<file path="config.mk">
export PLATFORM = sky130hd
export DESIGN_NAME = hazard_ctrl
export DESIGN_NICKNAME = d
export VERILOG_FILES = /design/src/rtl/pipe_pkg.sv /design/src/rtl/hazard_detect.sv /design/src/rtl/hazard_ctrl.sv
export SDC_FILE = /design/constraint.sdc
export NUM_CORES = 1
export LEC_CHECK = 0
export CORE_MARGIN = 4
export CORE_UTILIZATION = 44
export DETAILED_ROUTE_END_ITERATION = 10
export PLACE_DENSITY = 0.73
export SYNTH_ARGS = -nofsm -noshare
export SYNTH_HDL_FRONTEND = slang
export SYNTH_SLANG_ARGS = --single-unit
export TNS_END_PERCENT = 20
</file>
<file path="constraint.sdc">
create_clock -name CLK -period 1.9 [get_ports CLK]
set_clock_uncertainty 0.15 [all_clocks]
set_input_delay 0.19 -clock CLK [delete_from_list [all_inputs] [get_ports CLK]]
set_output_delay 0.19 -clock CLK [all_outputs]
set_load 0.02 [all_outputs]
</file>
<file path="src/rtl/pipe_pkg.sv">
// Shared pipeline sequencing definitions: FSM encodings, XZR index and the
// per-cycle control bundle driven into the pipeline registers.
package pipe_pkg;

  typedef enum logic [1:0] {
    ST_RUN    = 2'd0,
    ST_LSTALL = 2'd1,
    ST_FLUSH  = 2'd2,
    ST_MWAIT  = 2'd3
  } pipe_state_e;

  localparam logic [1:0] RUN    = 2'd0;
  localparam logic [1:0] LSTALL = 2'd1;
  localparam logic [1:0] FLUSH  = 2'd2;
  localparam logic [1:0] MWAIT  = 2'd3;

  localparam logic [4:0] XZR = 5'd31;

  typedef struct packed {
    logic pc_write;
    logic ifid_write;
    logic idex_write;
    logic exmem_write;
    logic idex_bubble;
    logic ifid_flush;
    logic idex_flush;
    logic exmem_flush;
  } pipe_ctl_t;

  localparam pipe_ctl_t CTL_IDLE   = pipe_ctl_t'(8'b1111_0000);
  localparam pipe_ctl_t CTL_STALL  = pipe_ctl_t'(8'b0011_1000);
  localparam pipe_ctl_t CTL_FLUSH  = pipe_ctl_t'(8'b1111_0111);
  localparam pipe_ctl_t CTL_FREEZE = pipe_ctl_t'(8'b0000_0000);

endpackage

</file>
<file path="src/rtl/hazard_detect.sv">
// Combinational load-use compare between the ID sources and the load in ID/EX.
module hazard_detect
  import pipe_pkg::*;
(
  input  logic [4:0] id_read_reg_a,
  input  logic [4:0] id_read_reg_b,
  input  logic       id_uses_b,
  input  logic       ex_memRead,
  input  logic [4:0] ex_write_register,
  output logic       lu
);

  assign lu = ex_memRead && (ex_write_register != XZR) &&
              ((ex_write_register == id_read_reg_a) ||
               (id_uses_b && (ex_write_register == id_read_reg_b)));

endmodule

</file>
<file path="src/rtl/hazard_ctrl.sv">
// Pipeline sequencing controller: load-use bubbles, branch flushes, memory
// wait freezes, plus performance counters and a sticky memory-timeout flag.
module hazard_ctrl
  import pipe_pkg::*;
#(
  parameter int LOAD_STALL_CYCLES = 1,
  parameter int MEM_TIMEOUT       = 255,
  parameter int CNT_W             = 32
) (
  input  logic             CLK,
  input  logic             RESET,
  input  logic [4:0]       id_read_reg_a,
  input  logic [4:0]       id_read_reg_b,
  input  logic             id_uses_b,
  input  logic             ex_memRead,
  input  logic [4:0]       ex_write_register,
  input  logic             branch_taken,
  input  logic             mem_busy,
  output logic             pc_write,
  output logic             ifid_write,
  output logic             idex_write,
  output logic             exmem_write,
  output logic             idex_bubble,
  output logic             ifid_flush,
  output logic             idex_flush,
  output logic             exmem_flush,
  output logic [CNT_W-1:0] stall_cycles,
  output logic [CNT_W-1:0] flush_count,
  output logic             mem_timeout,
  output logic [1:0]       state_out
);

  localparam int LSW = (LOAD_STALL_CYCLES > 1) ? $clog2(LOAD_STALL_CYCLES) : 1;
  localparam int BW  = $clog2(MEM_TIMEOUT + 1);
  localparam logic [LSW-1:0] LS_LOAD   = LSW'(LOAD_STALL_CYCLES - 1);
  localparam logic [BW-1:0]  BUSY_MAX  = BW'(MEM_TIMEOUT);
  localparam logic [BW-1:0]  BUSY_LAST = BW'(MEM_TIMEOUT - 1);

  logic [1:0]     state, state_nxt;
  logic [LSW-1:0] ls_cnt, ls_cnt_nxt;
  logic [BW-1:0]  busy_cnt;
  logic           lu;
  pipe_ctl_t      ctl;

  hazard_detect u_detect (
    .id_read_reg_a     (id_read_reg_a),
    .id_read_reg_b     (id_read_reg_b),
    .id_uses_b         (id_uses_b),
    .ex_memRead        (ex_memRead),
    .ex_write_register (ex_write_register),
    .lu                (lu)
  );

  // A remaining stall count survives a memory freeze, so the continuation is
  // keyed on the count rather than on the LSTALL state alone.
  always_comb begin
    ctl        = CTL_IDLE;
    state_nxt  = RUN;
    ls_cnt_nxt = ls_cnt;
    if (RESET) begin
      ctl        = CTL_FLUSH;
      ls_cnt_nxt = '0;
    end else if (mem_busy) begin
      ctl       = CTL_FREEZE;
      state_nxt = MWAIT;
    end else if (branch_taken) begin
      ctl        = CTL_FLUSH;
      state_nxt  = FLUSH;
      ls_cnt_nxt = '0;
    end else if (ls_cnt != '0) begin
      ctl        = CTL_STALL;
      state_nxt  = LSTALL;
      ls_cnt_nxt = ls_cnt - LSW'(1);
    end else if (lu) begin
      ctl        = CTL_STALL;
      state_nxt  = LSTALL;
      ls_cnt_nxt = LS_LOAD;
    end
  end

  always_ff @(posedge CLK) begin
    if (RESET) begin
      state        <= RUN;
      ls_cnt       <= '0;
      busy_cnt     <= '0;
      stall_cycles <= '0;
      flush_count  <= '0;
      mem_timeout  <= 1'b0;
    end else begin
      state  <= state_nxt;
      ls_cnt <= ls_cnt_nxt;
      if (!ctl.pc_write)  stall_cycles <= stall_cycles + CNT_W'(1);
      if (ctl.ifid_flush) flush_count  <= flush_count + CNT_W'(1);
      if (state == MWAIT && mem_busy) begin
        if (busy_cnt != BUSY_MAX)  busy_cnt    <= busy_cnt + BW'(1);
        if (busy_cnt == BUSY_LAST) mem_timeout <= 1'b1;
      end else begin
        busy_cnt <= '0;
      end
    end
  end

  assign pc_write    = ctl.pc_write;
  assign ifid_write  = ctl.ifid_write;
  assign idex_write  = ctl.idex_write;
  assign exmem_write = ctl.exmem_write;
  assign idex_bubble = ctl.idex_bubble;
  assign ifid_flush  = ctl.ifid_flush;
  assign idex_flush  = ctl.idex_flush;
  assign exmem_flush = ctl.exmem_flush;
  assign state_out   = state;

endmodule

</file>
# After elaboration in Yosys (flattened, before gate mapping)
# Cells that the tools add are included.
# Widths: inputs -> output; s select.
[word_totals]
output_inout_bits = 75
ram_bits = 0
mem_count = 0
wordCells = 35
latchBits = 0
regBits = 76
rom_bits = 0
[classes]
div = 0
n_lt_le_gt_ge = 0
bitwise = 1
mux = 11
eq_ne = 6
mul = 0
shift = 0
add_sub_neg = 4
n_reduce_logical = 7
[ops]
columns = ["operator", "n"]
rows = [
  ["$add 32x1->32 const B", 2],
  ["$mux 8", 5],
  ["$eq 5x5->1", 2],
  ["$add 8x1->8 const B", 1],
  ["$eq 8x8->1 const B", 1],
  ["$ne 8x8->1 const B", 1],
  ["$ne 5x5->1 const B", 1],
  ["$logic_and 1x1->1", 4],
  ["$mux 1", 4],
  ["$mux 2", 2],
  ["$eq 2x2->1 const B", 1],
  ["$reduce_and 2->1", 1],
  ["$reduce_or 2->1", 1],
  ["$logic_or 1x1->1", 1],
  ["$not 1->1", 1],
  ["$sub 1x1->1 const B", 1],
]

# Depth between registers and ports, before layout
# Gate-level depths: netlist (run 1).
[logic_depth]
word_depth = 9
ltp_mapped = 10
depth_no_buf = 6

# Cells and area by module
# From an unflattened synthesis (run 1), not the netlist that was laid out.
[unflattened]
hier_cells = 454
hier_area_um2 = 3857.4
[by_module_without_submodules]
columns = ["mod", "instances", "cells_per_inst", "area_per_inst_um2"]
rows = [
  ["hazard_ctrl", 1, 436, 3729.8],
  ["hazard_detect", 1, 18, 127.6],
]

# Least setup slack after synthesis (run 1)
# OpenSTA, ideal clock, no wires.
[synth_path]
kind = "register to register"
startpoint = "reg stall_cycles[3]"
endpoint = "reg stall_cycles[29]"
path_stages_with_launch = 8
setup_ns = 0.071
t_arrival_ns = 2.049
setup_slack_ns = -0.370
synth_period_minus_slack_ns = 2.270
cell_sequence = "dfxtp_1 and3_2 and4_1 buf_2 nand3_1 o31ai_2 or4b_1 a21oi_1"
[synth_between]
elab_chain_len = 1
[synth_rtl]
columns = ["item", "line_no", "text"]
rows = [
  ["start, declared", "hazard_ctrl.sv:27", "output logic [CNT_W-1:0] stall_cycles,"],
  ["start signal, assigned", "hazard_ctrl.sv:92", "if (!ctl.pc_write) stall_cycles <= stall_cycles + CNT_W'(1);"],
  ["$add 32x1->32", "hazard_ctrl.sv:92", ""],
]
# Every way passes these cells.
# A chain may end at the register's enable or synchronous reset.

# Worst setup path in the final report (run 1)
[layout_path]
startpoint = "reg stall_cycles[4]"
endpoint = "reg stall_cycles[31]"
# The elaborated chain is that of the path after synthesis.

==> summary.txt, run 1 <==
Post-Syn Nets: 455
Most common cell after layout, fill and taps aside: buf_4
CP Launch Type: flop
Fin util: 73.5%
First-pass GRT wire length: 18300 um
Num CTS Buffers: 9
Row cnt: 32
Crit path arrival time: 2.15 ns
Clock sinks: 75
Layout area overhead: 59.7%
Critical Path Max Stage Delay: 0.51 ns
GR Util met2: 40.3%
Synthesized cell area: 3610 um2
Relative slew slack: 75.3%
Hold Crit Depth: 2
Hold Crit Start: RESET
Final Max Slew Viols: 0
CP Cell Sequence: and3_4 > and4_4 > nand3_4 > o31ai_4 > or4b_4 > a21oi_2
Die ar.: 9720 um2
CP startpoint: stall_cycles[4]$_SDFFE_PP0N_
Period utilization: 105%
Hold_buf cts: 0
Max_cap viols: 0
WL/cell: 15.2 um
Reg clk slew, reported paths: 0.09 ns
Unique masters post-synth: 45
Share of the synthesized area in the top cell type: 41.6%
Initial antenna violation count: 0
Placed insts: 696
Maximum VDD drop: 0.305 mV
Commonest cells after routing, fill and taps aside: buf_4 (88), clkdlybuf4s50_1 (71), dfxtp_1 (59), nor2_1 (37), a21oi_1 (37)
CTS HTree Levels: 3
FMAX: 501 MHz
Setup violators final: 6
Grt met3 use: 4.25%
Worst path required time: 2.05 ns
RSZ-0062 raised after global routing: true
Lkg Pwr: 2.17 nW
Setup Crit Path Kind: reg2reg
Least-Margin Pin Slew: 0.366 ns
GRT overflow: 0
Starting Density: 46.0%
Core area: 7850 um2
Synth area leaders: dfxtp_1 (42%), xor2_1 (7.0%), a21oi_1 (5.8%), or3_1 (4.3%), nand3_1 (4.2%)
Vias in the first global route: 3947
Clock latency on the worst-skew pair: 0.36 ns
Post-DP HPWL: 7910 um
Die H: 98.6 um
# diodes: 0
Largest area contributor in the netlist: dfxtp_1
RePlAce Congestion: 0.807
Worst R2R Path Depth: 6
Slowest CP cell: or4b_4
Crit-path max FO: 5
Hold Fails Final Rpt: 0
Drt first pass iters: 4
Final non-filler cell total: 716
Final nets: 634
RR Startpoint: stall_cycles[4]$_SDFFE_PP0N_
Yosys warning total: 0
Worst setup margin: -0.0979 ns
Synth Area per Inst: 8.40 um2
PD cells: 525 nW/um2
GR met1 Demand/Resource: 26.5%
Busiest grt layer: met2
DR vias/cell: 5.43
CTS tree: yes
Port buffer count: 95
Fraction of registers with async set/reset: 0%
Status: finished, violations left
Clock buffer depth: 2
Failing checks: negative setup slack
DRC errors left: 0
Post-synthesis register bit count: 75
ANT nets after route: 0
Tmin final: 2.00 ns
Clock root buffer: clkbuf_8
Chip width: 98.6 um
Sequential area share after synthesis: 41.6%
Share of cells above drive strength 1: 30.5%
GRT Total Usage: 22.6%
Crit end category: flop
DRT iter0 DRCs: 137
Setup TNS: -0.352 ns
Cells after synthesis: 430
Post-synth EDFFs: 0
Final wirelength: 10900 um
I/O Pins: 96
Pin count of the biggest net entering global routing: 24
# fillers: 606
DR vias: 3886
Worst hold path type: in2reg
Primary FF master, synth: dfxtp_1
==> area by class of cell <==
type	instances	area, um2	area share (%)
Clock inverter	6	38.8	0.672
Multi-Input combinational cell	325	2170	37.6
Clock buffer	10	138	2.39
Timing Repair Buffer	191	1710	29.7
Tap cell	102	128	2.21
Inverter	7	28.8	0.499
Sequential cell	75	1550	26.9
==> timing repair <==
item	CTS	global route
setup buffers	2	0
cloned	2	0
gates resized for setup	88	30
pin swaps	19	20
setup endpoints to repair	46	40
endpoints found under the hold margin	0	0
==> final timing paths <==
kind              slack [ns]                             to
setup / recovery        -0.1  stall_cycles[31]$_SDFFE_PP0N_
hold / removal          0.03   flush_count[12]$_SDFFE_PP0P_
setup reg to reg        -0.1  stall_cycles[31]$_SDFFE_PP0N_
hold reg to reg         0.33       mem_timeout$_SDFFE_PP0P_
==> where the power goes <==
group / internal [W] / total, W / switching, W
clock: 0.000509 / 0.00114 / 0.000636
combinational: 0.000159 / 0.000307 / 0.000148
sequential: 0.00157 / 0.00158 / 0.00000901
total: 0.00224 / 0.00303 / 0.000793
==> synthesized netlist by cell type, drive strengths merged (2+ instances only) <==
library cell / number
o31ai: 10
and3: 15
or2: 3
xor2: 29
nand4: 15
ha: 4
and4: 6
nand2: 24
nand3: 30
o21ai: 25
buf: 12
nor2b: 2
a21oi: 42
nand3b: 3
dfxtp: 75
or3: 25
nor3: 8
o41ai: 3
or4b: 4
inv: 7
a31oi: 2
xnor2: 8
nor2: 38
clkbuf: 11
and2: 5
mux2i: 2
or4: 7
a211oi: 2
nor4: 3
==> flip-flops by register name, indices dropped and copies added (netlist names) <==
name / cells
busy_cnt: 8
stall_cycles: 32
flush_count: 32
state_out: 2
mem_timeout: 1
==> worst max-delay path, delay by kind of cell, from the launching register on <==
kind | cells | cell delay [ns]
AOI/OAI and AO/OA | 2 | 0.40
and+or+nand+nor | 4 | 1.04
DFF | 1 | 0.35
==> metrics by stage <==
| stage | setup slack [ns] | area [um2] | hold slack, ns | total power [W] |
|---|---|---|---|---|
| 2_1_floorplan | -0.139 | 3730 | 0.156 | 0.00174 |
| 3_3_place_gp | -0.721 | 5380 | 0.312 | 0.00189 |
| 3_5_place_dp | -0.822 | 5380 | 0.322 | 0.00190 |
| 4_1_cts | -0.149 | 5680 | 0.0210 | 0.00304 |
| 5_1_grt | -0.164 | 5770 | 0.0280 | 0.00315 |
| 6_report | -0.0979 | 5770 | 0.0277 | 0.00303 |
==> kinds of logic (layout without fill, tap and decap cells) <==
group,Yosys count,after routing,synth area share (%)
adder cells (fa/ha/maj),4,4,1.39
flip-flops,75,75,41.6
buffers and inverters,30,214,3.95
XOR/XNOR,37,37,8.97
AND/OR/NAND/NOR,188,188,28.2
AO/OA/AOI/OAI,94,94,15.4
multiplexers,2,2,0.554
==> per-layer routing <==
layer	share of wire (%)	up-vias
li1	-	1928
met1	41	1841
met2	53	97
met3	3.7	20
met4	2.2	0
met5	0	-
No activity file was read; power rests on OpenSTA's default activity.
==> run 2, diff against run 1 <==
--- a/config.mk
+++ b/config.mk
@@ -7,6 +7,7 @@
 export LEC_CHECK = 0
 export CORE_MARGIN = 4
 export CORE_UTILIZATION = 44
+export CTS_CLUSTER_SIZE = 28
 export DETAILED_ROUTE_END_ITERATION = 10
 export PLACE_DENSITY = 0.73
 export SYNTH_ARGS = -nofsm -noshare
==> results of run 2 <==
The final DEF is identical to that of run 1; final timing and power are the same.
==> run 3, diff against run 2 <==
--- a/config.mk
+++ b/config.mk
@@ -5,8 +5,10 @@
 export SDC_FILE = /design/constraint.sdc
 export NUM_CORES = 1
 export LEC_CHECK = 0
+export CELL_PAD_IN_SITES_DETAIL_PLACEMENT = 1
+export CELL_PAD_IN_SITES_GLOBAL_PLACEMENT = 1
 export CORE_MARGIN = 4
-export CORE_UTILIZATION = 44
+export CORE_UTILIZATION = 32
 export CTS_CLUSTER_SIZE = 28
 export DETAILED_ROUTE_END_ITERATION = 10
 export PLACE_DENSITY = 0.73
==> run 3 against run 2 <==
  * The run still ends with negative setup slack left
  * First-iteration DRC count increased by 43%
  * Combinational power up 19%
  * Setup slack got worse by 0.062 ns
  * Critical path depth stayed put
  * Non-clock buffer count is 6 higher
  * Fmax shrank 3.0%
  * Via count grew 4.2%
==> summary.txt, run 3 (synthesis results as in run 1) <==
Status: finished, violations left
Failing checks: negative setup slack
# fillers: 1256 (+110%)
Crit end category: flop
DR vias: 4051 (+4.2%)
Hold Fails Final Rpt: 0 (unchanged)
DP Area: 5420 um2 (+0.74%)
I/O Pins: 96 (unchanged)
Most common cell after layout, fill and taps aside: buf_4
Final nets: 640 (+0.95%)
Starting Density: 33.0% (-13 points)
Core area: 10900 um2 (+39%)
Final wirelength: 14800 um (+36%)
Relative slew slack: 61.4% (-14 points)
Worst hold path type: in2reg
Top flop regs: flush_count (32), stall_cycles (32), busy_cnt (8)
DRC errors left: 0 (unchanged)
Met2 WL: 7710 um (+34%)
Initial antenna violation count: 1 (+1)
Period utilization: 108% (+3.2 points)
First-pass GRT wire length: 22600 um (+24%)
Clock sinks: 75 (unchanged)
CTS tree: yes
GRT overflow: 0 (unchanged)
Maximum VDD drop: 0.353 mV (+16%)
Met3 routed WL: 704 um (+75%)
Layout area overhead: 75.1%
Drt first pass iters: 4 (unchanged)
Worst path required time: 2.03 ns (-0.02 ns)
Final instance area: 6320 um2 (+9.7%)
CTS HTree Levels: 3 (unchanged)
ANT nets after route: 0 (unchanged)
Max_cap viols: 0 (unchanged)
Worst setup margin: -0.160 ns (-0.0616 ns)
Crit-path max FO: 5 (unchanged)
Top sig layer: met4
Num CTS Buffers: 9 (unchanged)
Clock buffer depth: 2 (unchanged)
Reg clk slew, reported paths: 0.06 ns (-0.03 ns)
WP buf/inv: 0 (unchanged)
Hold_buf cts: 0 (unchanged)
DRT iter0 DRCs: 196 (+43%)
GRT Total Usage: 21.9% (-0.70 points)
PD cells: 599 nW/um2 (+14%)
Port buffer count: 95 (unchanged)
Placed insts: 733 (+5.3%)
Chip width: 114 um (+16%)
Pre-CTS setup slack: -1.01 ns (-0.189 ns)
Die H: 114 um (+16%)
Post-DP HPWL: 9440 um (+19%)
Setup Crit Path Kind: reg2reg
WL/cell: 19.4 um (+28%)
Share of cells above drive strength 1: 36.6% (+6.2 points)
Final non-filler cell total: 761 (+6.3%)
Least-Margin Pin Slew: 0.578 ns (+0.212 ns)
Commonest cells after routing, fill and taps aside: buf_4 (88), clkdlybuf4s50_1 (70), dfxtp_1 (56), nor2_1 (34), xor2_1 (28)
Die ar.: 13100 um2 (+34%)
DRT met1 WL: 5900 um (+32%)
Clock latency on the worst-skew pair: 0.34 ns (-0.02 ns)
DR vias/cell: 5.32 (-1.9%)
Row cnt: 38 (+19%)
FMAX: 486 MHz (-3.0%)
Tmin final: 2.06 ns (+0.0616 ns)
Vias in the first global route: 4523 (+15%)
Final Max Slew Viols: 0 (unchanged)
Clock root buffer: clkbuf_16
Pin count of the biggest net entering global routing: 44 (+83%)
Setup TNS: -2.61 ns (-2.26 ns)
Top cell family by delay on the critical path: simple AND/OR/NAND/NOR gates
Crit path arrival time: 2.19 ns (+0.04 ns)
Setup violators final: 30 (+24)
Slowest CP cell: or4b_4
Lkg Pwr: 2.31 nW (+6.4%)
CP Cell Sequence: and3_4 > and4_4 > nand3_4 > o31ai_4 > or4b_4 > a21oi_2
CP Launch Type: flop
RePlAce Congestion: 0.824 (+2.1%)
RSZ-0062 raised after global routing: true
Critical Path Max Stage Delay: 0.50 ns (about the same)
-- run 3: worst register-to-register path: stages, from the launching register on --
cell and delay, ns:
dfxtp_4 0.35, and3_4 0.17, and4_4 0.27, nand3_4 0.10, o31ai_4 0.31, or4b_4 0.50
a21oi_2 0.14
-- run 3: metrics by stage --
| step | power (W) | hold slack (ns) | util, % |
|---|---|---|---|
| 2_1_floorplan | 0.00174 | 0.156 | - |
| 3_3_place_gp | 0.00189 | 0.317 | 49.5 |
| 3_5_place_dp | 0.00190 | 0.324 | 49.5 |
| 4_1_cts | 0.00379 | 0.0453 | 56.1 |
| 5_1_grt | 0.00391 | 0.0667 | 57.8 |
| 6_report | 0.00379 | 0.0559 | 57.8 |
-- run 3: final timing paths --
kind	startpoint	slack, ns	endpoint	cells past startpoint
min	RESET	0.06	flush_count[15]$_SDFFE_PP0P_	2
max reg2reg	stall_cycles[5]$_SDFFE_PP0N_	-0.16	stall_cycles[25]$_SDFFE_PP0N_	6
max	stall_cycles[5]$_SDFFE_PP0N_	-0.16	stall_cycles[25]$_SDFFE_PP0N_	6
min reg2reg	mem_timeout$_SDFFE_PP0P_	0.34	mem_timeout$_SDFFE_PP0P_	2
-- run 3: what timing repair did --
item | 4_1_cts | 5_1_grt
cloned | 4 | 0
pin swaps | 54 | 12
endpoints found under the setup margin | 60 | 55
hold endpoints to repair | 0 | 0
resized for setup | 127 | 49
buffers inserted | 7 | 1
-- run 3: report_power, final --
part           switching (W)  internal [W]  total, W
Combinational       0.000188      0.000177  0.000365
Sequential        0.00000946       0.00157   0.00158
Clock               0.000699       0.00115   0.00185
Total               0.000896       0.00289   0.00379
-- run 3: area by class of cell --
type                    count  area [um2]  area share, %
multi-input cells         325        2410           38.0
repair buffers            197        1850           29.2
flip-flops and latches     75        1560           24.6
clock buffers              11         233           3.68
well taps                 140         175           2.77
clock inverters             5        77.6           1.23
inverters                   7        28.8          0.455
diodes                      1        2.50         0.0396
-- run 3: routing by layer --
layer,global-route usage [%],vias up
met5,0,-
met4,7.44,0
met3,5.76,33
met2,40.6,116
met1,24.0,1973
li1,-,1929
